--- config.mk ---
export PLATFORM = sky130hd
export DESIGN_NAME = cci_mpf_csr_event_ctrs
export DESIGN_NICKNAME = d
export VERILOG_FILES = /design/src/rtl/cci_mpf_csrs_pkg.sv /design/src/rtl/cci_mpf_csr_event_ctr.sv /design/src/rtl/cci_mpf_csr_event_ctrs.sv
export SDC_FILE = /design/constraint.sdc
export NUM_CORES = 2
export LEC_CHECK = 0
export ABC_AREA = 0
export BUFFER_PORTS_ARGS = -buffer_cell sky130_fd_sc_hd__clkbuf_2
export CAP_MARGIN = 20
export CORE_MARGIN = 3
export CORE_UTILIZATION = 45
export CTS_CLUSTER_SIZE = 12
export DETAILED_ROUTE_END_ITERATION = 6
export PLACE_DENSITY = 0.69
export SLEW_MARGIN = 20
export SYNTH_ARGS = -nofsm -noshare
export SYNTH_HDL_FRONTEND = slang
export SYNTH_SLANG_ARGS = --single-unit
--- constraint.sdc ---
create_clock -name clk -period 4.2 [get_ports clk]
set_clock_uncertainty 0.05 [all_clocks]
set_input_delay 0.21 -clock clk [delete_from_list [all_inputs] [get_ports clk]]
set_output_delay 0.21 -clock clk [all_outputs]
set_load 0.01 [all_outputs]
--- src/rtl/cci_mpf_csrs_pkg.sv ---
// Shared definitions for the MPF CSR event counters.
//
// Contents:
//   t_csr_evt_idx         bit position of each event in evt_in / counter index
//   CSR_EVT_N             number of defined events
//   CSR_EVT_CTR_WIDTH     default counter width
//   CSR_EVT_IDX_W         width of the MMIO counter index
//   CSR_TID_W             width of the MMIO transaction ID
//   CSR_RSP_DATA_W        width of the read response data
//   csr_evt_idx_in_range  true when an index addresses an implemented counter

package cci_mpf_csrs_pkg;

    typedef enum logic [3:0] {
        CSR_EVT_4KB_HIT            = 4'd0,
        CSR_EVT_4KB_MISS           = 4'd1,
        CSR_EVT_2MB_HIT            = 4'd2,
        CSR_EVT_2MB_MISS           = 4'd3,
        CSR_EVT_PT_WALK_BUSY       = 4'd4,
        CSR_EVT_FAILED_TRANSLATION = 4'd5,
        CSR_EVT_VC_MAP_CHANGED     = 4'd6,
        CSR_EVT_WRO_RR_CONFLICT    = 4'd7,
        CSR_EVT_WRO_RW_CONFLICT    = 4'd8,
        CSR_EVT_WRO_WR_CONFLICT    = 4'd9,
        CSR_EVT_WRO_WW_CONFLICT    = 4'd10
    } t_csr_evt_idx;

    localparam int CSR_EVT_N         = 11;
    localparam int CSR_EVT_CTR_WIDTH = 48;
    localparam int CSR_EVT_IDX_W     = 4;
    localparam int CSR_TID_W         = 9;
    localparam int CSR_RSP_DATA_W    = 64;

    function automatic logic csr_evt_idx_in_range(
        input logic [CSR_EVT_IDX_W-1:0] idx,
        input int                       n_events
    );
        return int'(idx) < n_events;
    endfunction

endpackage

--- src/rtl/cci_mpf_csr_event_ctr.sv ---
// Single free-running event counter.
//
// Ports:
//   clk    clock, all logic on the rising edge
//   reset  synchronous active-high reset, zeroes the counter
//   inc    add one this cycle (level inputs therefore count busy cycles)
//   clr    load the counter with the current inc bit instead of adding,
//          so an event coincident with a clear is kept
//   value  current count; wraps modulo 2^CTR_WIDTH, no saturation

module cci_mpf_csr_event_ctr #(
    parameter int CTR_WIDTH = 48
) (
    input  logic                 clk,
    input  logic                 reset,
    input  logic                 inc,
    input  logic                 clr,
    output logic [CTR_WIDTH-1:0] value
);

    always_ff @(posedge clk) begin
        if (reset) begin
            value <= '0;
        end else if (clr) begin
            value <= CTR_WIDTH'(inc);
        end else if (inc) begin
            value <= value + CTR_WIDTH'(1);
        end
    end

endmodule

--- src/rtl/cci_mpf_csr_event_ctrs.sv ---
// Bank of MPF event counters with a two-stage MMIO read pipeline.
//
// Ports:
//   clk           clock, all logic on the rising edge
//   reset         synchronous active-high reset
//   evt_in        per-cycle event strobes, bit i is t_csr_evt_idx value i
//   rd_req_valid  counter read request (accepted every cycle)
//   rd_req_idx    counter to read; out-of-range indices return 0
//   rd_req_tid    transaction ID echoed on the response
//   rd_req_clr    clear the addressed counter after sampling it
//   clr_all       clear every counter
//   rd_rsp_valid  one-cycle response strobe, two cycles after the request
//   rd_rsp_tid    echoed transaction ID (held while rd_rsp_valid is low)
//   rd_rsp_data   counter value zero-extended (held while rd_rsp_valid is low)
//
// Handshake: requests are valid-only. There is no ready; the block accepts a
// request on every cycle rd_req_valid is high, and rd_req_idx/tid/clr are
// don't-care when it is low. Responses are likewise valid-only with no
// backpressure and come back in request order with fixed latency.
//
// The sampled value is the counter contents before this cycle's update, so a
// read-with-clear or a clr_all in the same cycle returns the pre-clear count.
// N_EVENTS must not exceed 2^CSR_EVT_IDX_W.

module cci_mpf_csr_event_ctrs
    import cci_mpf_csrs_pkg::*;
#(
    parameter int N_EVENTS  = CSR_EVT_N,
    parameter int CTR_WIDTH = CSR_EVT_CTR_WIDTH
) (
    input  logic                      clk,
    input  logic                      reset,

    input  logic [N_EVENTS-1:0]       evt_in,

    input  logic                      rd_req_valid,
    input  logic [CSR_EVT_IDX_W-1:0]  rd_req_idx,
    input  logic [CSR_TID_W-1:0]      rd_req_tid,
    input  logic                      rd_req_clr,
    input  logic                      clr_all,

    output logic                      rd_rsp_valid,
    output logic [CSR_TID_W-1:0]      rd_rsp_tid,
    output logic [CSR_RSP_DATA_W-1:0] rd_rsp_data
);

    logic [CTR_WIDTH-1:0] ctr_value [N_EVENTS];
    logic [N_EVENTS-1:0]  ctr_clr;
    logic [CTR_WIDTH-1:0] sel_value;

    // Per-counter clear: global clear, or a valid read-with-clear aimed at
    // this counter. An out-of-range index matches no counter.
    always_comb begin
        ctr_clr = '0;
        for (int i = 0; i < N_EVENTS; i++) begin
            ctr_clr[i] = clr_all |
                         (rd_req_valid & rd_req_clr &
                          (rd_req_idx == CSR_EVT_IDX_W'(i)));
        end
    end

    for (genvar g = 0; g < N_EVENTS; g++) begin : gen_ctr
        cci_mpf_csr_event_ctr #(
            .CTR_WIDTH (CTR_WIDTH)
        ) u_ctr (
            .clk   (clk),
            .reset (reset),
            .inc   (evt_in[g]),
            .clr   (ctr_clr[g]),
            .value (ctr_value[g])
        );
    end

    // Read mux; indices with no counter fall through to zero.
    always_comb begin
        sel_value = '0;
        for (int i = 0; i < N_EVENTS; i++) begin
            if (rd_req_idx == CSR_EVT_IDX_W'(i)) begin
                sel_value = ctr_value[i];
            end
        end
    end

    // Stage 1: capture the request and the pre-update counter value.
    logic                      s1_valid;
    logic [CSR_EVT_IDX_W-1:0]  s1_idx;
    logic [CSR_TID_W-1:0]      s1_tid;
    logic [CSR_RSP_DATA_W-1:0] s1_data;

    always_ff @(posedge clk) begin
        if (reset) begin
            s1_valid <= 1'b0;
            s1_idx   <= '0;
            s1_tid   <= '0;
            s1_data  <= '0;
        end else begin
            s1_valid <= rd_req_valid;
            if (rd_req_valid) begin
                s1_idx  <= rd_req_idx;
                s1_tid  <= rd_req_tid;
                s1_data <= CSR_RSP_DATA_W'(sel_value);
            end
        end
    end

    // Stage 2: response registers. Data and tid only move on a valid
    // response so the last value stays visible between responses.
    always_ff @(posedge clk) begin
        if (reset) begin
            rd_rsp_valid <= 1'b0;
            rd_rsp_tid   <= '0;
            rd_rsp_data  <= '0;
        end else begin
            rd_rsp_valid <= s1_valid;
            if (s1_valid) begin
                rd_rsp_tid  <= s1_tid;
                rd_rsp_data <= csr_evt_idx_in_range(s1_idx, N_EVENTS) ?
                               s1_data : '0;
            end
        end
    end

endmodule

# [After elaboration in Yosys (flattened, before gate mapping)]
# Index checks and enable logic that the tools add are counted.
[op_classes] n_eq_ne=10 n_addsub=11 mux=34 reduce_logical=23 bitwise_logic=23 n_lt_le_gt_ge=1
[ops] cell="two-way mux 48 bit" count=12
[ops] cell="adder 48 x 1 -> 48 bit, second input constant" count=11
[ops] cell="two-way mux 1 bit" count=22
[ops] cell="nonzero test 2 bit" count=11
[ops] cell="OR reduction 2 bit" count=11
[ops] cell="equality test 4 x 3 -> 1 bit, second input constant" count=4
[ops] cell="bitwise AND 1 bit" count=12
[ops] cell="equality test 4 bit, second input constant" count=3
[ops] cell="OR 1 bit" count=11
[ops] cell="equality test 4 x 2 -> 1 bit, second input constant" count=2
[ops] cell="equality test 4 x 1 -> 1 bit, second input constant" count=1
[ops] cell="zero test 4 bit" count=1
[ops] cell="less-than comparator 4 bit, second input constant" count=1
[word_totals] input_bits=29 regBits=664 out_inout_bits=74

# [Depth between registers and ports, before layout]
[depth] depth_word=12 mapped_depth=9 mapped_depth_nobuf=6

# [Modules after synthesis]
# A second synthesis with hierarchy kept.
[unflattened] hier_cells=4100 hier_area_um2=33647.3
[modules_own_cells] mod="cci_mpf_csr_event_ctr" cells_per_inst=258 n_inst=11 area_each_um2=2188.3
[modules_own_cells] mod="cci_mpf_csr_event_ctrs" cells_per_inst=1262 n_inst=1 area_each_um2=9575.4

# [Worst setup path after synthesis]
# OpenSTA, ideal clock, no wires.
[synth_timing] kind="register to register" start="register gen_ctr[10].u_ctr.value[0]" end="register gen_ctr[10].u_ctr.value[42]" t_required_ps=4082 period_less_slack_ps=2256 setup_ps=68 path_slack_ps=1944 t_arrival_ps=2138 stages_incl_launch_ff=9 path_buffers=2 path_cell_list="dfxtp_1 -> ha_1 -> nand3_1 -> or2_1 -> buf_6 -> or4_1 -> buf_2 -> or3_1 -> a21oi_2"
[synth_between] elab_chain_len=1
[synth_rtl] element="start: declaration" line="cci_mpf_csr_event_ctr.sv:18" source="output logic [CTR_WIDTH-1:0] value"
[synth_rtl] element="start signal: assignment" line="cci_mpf_csr_event_ctr.sv:25" source="value <= CTR_WIDTH'(inc);"
[synth_rtl] element="start signal: assignment" line="cci_mpf_csr_event_ctr.sv:27" source="value <= value + CTR_WIDTH'(1);"
[synth_rtl] element="adder 48 x 1 -> 48 bit" line="cci_mpf_csr_event_ctr.sv:27"
# No other way between the ends.
# A chain may end at the register's enable or synchronous reset.

# [Worst setup path after layout]
[layout_timing] start="register gen_ctr[8].u_ctr.value[7]" end="register gen_ctr[8].u_ctr.value[47]"
[layout_between] elab_chain_len=1
[layout_rtl] element="start: declaration" line="cci_mpf_csr_event_ctr.sv:18"
[layout_rtl] element="start signal: assignment" line="cci_mpf_csr_event_ctr.sv:25"
[layout_rtl] element="start signal: assignment" line="cci_mpf_csr_event_ctr.sv:27"
[layout_rtl] element="adder 48 x 1 -> 48 bit" line="cci_mpf_csr_event_ctr.sv:27"
# No other way between the ends.

==> results.md <==
* Die height at 275 um
* Crit path max-delay family: simple AND/OR/NAND/NOR gates
* Total Nets Final at between 3000 and 4000
* Cells after synthesis at between 3000 and 4000
* CTS Root Cell: clkbuf_16
* P_leak at between 10 and 15 nW
* Maximum fanout along the worst path at 19
* P&R area growth vs syn at 11.3%
* Fin Setup TNS at 0 ps
* Num rows at about 100
* RSZ-0062 raised after global routing: no
* DRC viols at 10
* Hold EP: s1_idx[2]
* Top FF cell, synth: dfxtp_1
* Asr flop ratio synth at 0
* Initial core utilization at 0.456
* Worst r2r src: gen_ctr[8].u_ctr.value[7]
* Grt ovf at 0
* R2R setup slack at approximately 1300 ps
* Min-Delay Path Class: input port to flop
* Yosys reg bits at between 600 and 700
* Status: finished with violations
* GP Congestion at 0.993
* CP required at between 4000 and 5000 ps
* HPWL after DPL at 74600 um
* Placed insts at 4773
* Slowest CP cell: nand4_1
* Clock Tree Buf Depth at 3
* Cell Count, Final, Fillers Out at 4917
* Failing checks: DRC
* Largest cells by area after synthesis: dfxtp_1, nor2_1, xor2_1
* All-layer global routing usage at 0.262
* Cts bufs inserted at about 70
* Critical path, cell by cell: nand4_1, nor3_2, nand4_1, or4_1, a21oi_1
* Clock share of power at 0.470
* Vias per std cell at ~6
* Maximum VDD drop at 0.325 mV
* Psw at between 3 and 4 mW
* Worst r2r dst: gen_ctr[8].u_ctr.value[47]
* Startpoint types: flop
* Sequential share of power at 0.477
* Final wirelength at between 100000 and 150000 um
* Chip width at roughly 280 um
* Slew headroom at 0.217
* Fillers at about 6700
* Final min period at about 2900 ps
* CP max stage delay at roughly 700 ps
* Placed inst area at around 34000 um2
* Post-layout instance area at between 30000 and 40000 um2
* Pint at 10.0 mW
* Largest net degree at the start of global routing at roughly 100
* Synth warn at 0
* Worst-path clk slew at about 60 ps
* Setup Crit Path Kind: flop to flop
* Initial antenna violation count at 2
* Hold Path Depth at 3
* Worst setup EP type: flop
* Iter 0 DRT Violations at about 3000
* WL per Instance at ~21 um
* CP bufs+invs at 0
* Sw frac at 0.236
* # resized after CTS at 0
* Most used cell along the critical path: nand4_1
* Die footprint at around 76000 um2
* Fmax at 0.349 GHz
* R2r worst-path depth at 5
* Vias in the first global route at about 27000
* Global-route wire length before repair at roughly 160000 um
* H-tree levels at 3
* Avg Cell Area, Syn at roughly 8.3 um2
* Share of cells above drive strength 1 at 0.0877
* Post-synth top area share at 0.398
* Post-synthesis sequential area ratio at 0.398
* Final Setup Violations at 0
* Comb power frac at 0.052
* Final hold vios at 0
* Clk_lat worst skew at roughly 620 ps
* Sink Count at between 600 and 700
* Worst Tran Pin Value at 1150 ps
* Final max-slew violation count at 0
* HP Start: rd_req_idx[2]
* Routed Antenna Nets at 0
* Yosys top cell by area: dfxtp_1
* Core area at between 70000 and 80000 um2
* PortBufs at 86
* CTS tree: yes
* Critical path arrival at about 3400 ps
* Number of flops mapped to enable cells by yosys at 0
* Pwr dens at ~360 nW/um2
* MaxCap Viol Count at 0
* Final period util at 0.682
* Ports at about 100
* Area of the multi-input gates at between 15000 and 20000 um2
* Total area of sequential cells at roughly 13000 um2
* DRT Pass-1 Iters at 7
* Vias at approximately 30000
* Post-synthesis cell area at around 33000 um2
* Netlist cell types at between 70 and 80
-- worst register-to-register path, cell delays in order, from the launching register on --
cell and delay [ps]:
dfxtp_1 420, nand4_1 230, nor3_2 520, nand4_1 710, or4_1 720, a21oi_1 150
-- layout by cell type (no fill, tap or decap), drive strengths merged, types with 57 or more instances in the layout --
master / synthesis / final
nor2: 649 / 649
dfxtp: 648 / 648
a21oi: 251 / 251
nand4: 222 / 222
xor2: 221 / 221
nand2: 204 / 204
clkbuf: 191 / 189
nand3: 176 / 176
xnor2: 148 / 148
o21ai: 120 / 120
or3: 95 / 95
nor3: 95 / 95
nor4: 76 / 76
a221oi: 71 / 71
and3: 67 / 67
buf: 75 / 64
nor2b: 58 / 58
inv: 57 / 57
-- state kept, by name, indices dropped and copies added (netlist names) --
signal / flops
rd_rsp_valid: 1
rd_rsp_data: 48
s1_valid: 1
s1_tid: 9
rd_rsp_tid: 9
gen_ctr.u_ctr.value: 528
s1_data: 48
s1_idx: 4
-- area by class of cell --
class	count	area share
multi-input cells	2972	0.510
flip-flops and latches	648	0.357
clock buffers	107	0.0597
well taps	950	0.0327
repair buffers	168	0.0313
inverters	57	0.00589
clock inverters	14	0.00338
diodes	1	0.0000689
-- worst max-delay path by stage --
| stage | startpoint | to | cells after the start |
|---|---|---|---|
| 2_1_floorplan | gen_ctr[10].u_ctr.value[0] | gen_ctr[10].u_ctr.value[42] | 8 |
| 3_3_place_gp | rd_req_idx[1] | s1_data[10] | 7 |
| 3_5_place_dp | rd_req_idx[1] | s1_data[10] | 7 |
| 4_1_cts | gen_ctr[8].u_ctr.value[7] | gen_ctr[8].u_ctr.value[47] | 5 |
| 5_1_grt | gen_ctr[8].u_ctr.value[7] | gen_ctr[8].u_ctr.value[47] | 5 |
| 6_report | gen_ctr[8].u_ctr.value[7] | gen_ctr[8].u_ctr.value[47] | 5 |
-- power groups by stage --
stage	registers, mW	logic, mW	clock network (mW)
final	6.27	0.689	6.18
after global routing	6.27	0.739	6.53
after detailed placement	6.40	0.657	0
after CTS	6.27	0.677	6.27
after global placement	6.40	0.653	0
after floorplan	6.38	0.447	0
-- cell families after synthesis --
family / Yosys count / share of synthesized area
AND/OR/NAND/NOR: 1819 / 0.285
AO/OA/AOI/OAI: 670 / 0.133
flip-flops: 648 / 0.398
XOR/XNOR: 369 / 0.0991
buffers and inverters: 323 / 0.0408
multiplexers: 87 / 0.0408
adder cells (fa/ha/maj): 11 / 0.00422
other: 1 / 0.000115
-- stage by stage --
step                      hold slack, ps  setup WS, ps  utilization  total power [mW]
after floorplan                      305          1940            -              6.82
after global placement               398          1140        0.472              7.05
after detailed placement             411          1130        0.472              7.06
after CTS                           79.1          1360        0.507              13.2
after global routing                 139          1140        0.507              13.5
final                                136          1330        0.507              13.1
-- layer usage --
metal	share of wire	GRT usage	vias up	wire length (um)
li1	-	-	14200	-
met1	0.41	0.353	14200	42600
met2	0.45	0.410	1277	45800
met3	0.090	0.0459	235	9260
met4	0.049	0.124	4	4990
met5	0.00026	0	-	27
-- synth_stat cells (9+ instances only) --
cell type / instances
or4_1: 47
buf_2: 35
xnor2_1: 148
nand3_1: 175
clkbuf_1: 191
mux4_2: 36
nor2b_1: 58
o31a_1: 36
and2_1: 24
a22o_1: 9
and4_1: 48
nor4_2: 9
buf_1: 22
nor4_1: 65
o31ai_1: 39
ha_1: 11
a21oi_1: 248
nor3_1: 93
nor2_1: 649
o21ai_0: 119
xor2_1: 221
mux2i_1: 42
buf_4: 16
mux2_2: 9
a221oi_1: 71
nand2_1: 204
nand4_1: 218
or2_2: 10
inv_1: 56
a2111oi_0: 40
and3_1: 67
or3_1: 95
o22ai_1: 40
nand2b_1: 14
dfxtp_1: 648
-- timing repair --
| item | 4_1_cts | 5_1_grt |
|---|---|---|
| endpoints found under the setup margin | 0 | 0 |
| setup buffers | 0 | 0 |
| endpoints found under the hold margin | 56 | 0 |
| hold buffers | 22 | 0 |
No activity file was read; power rests on OpenSTA's default activity.
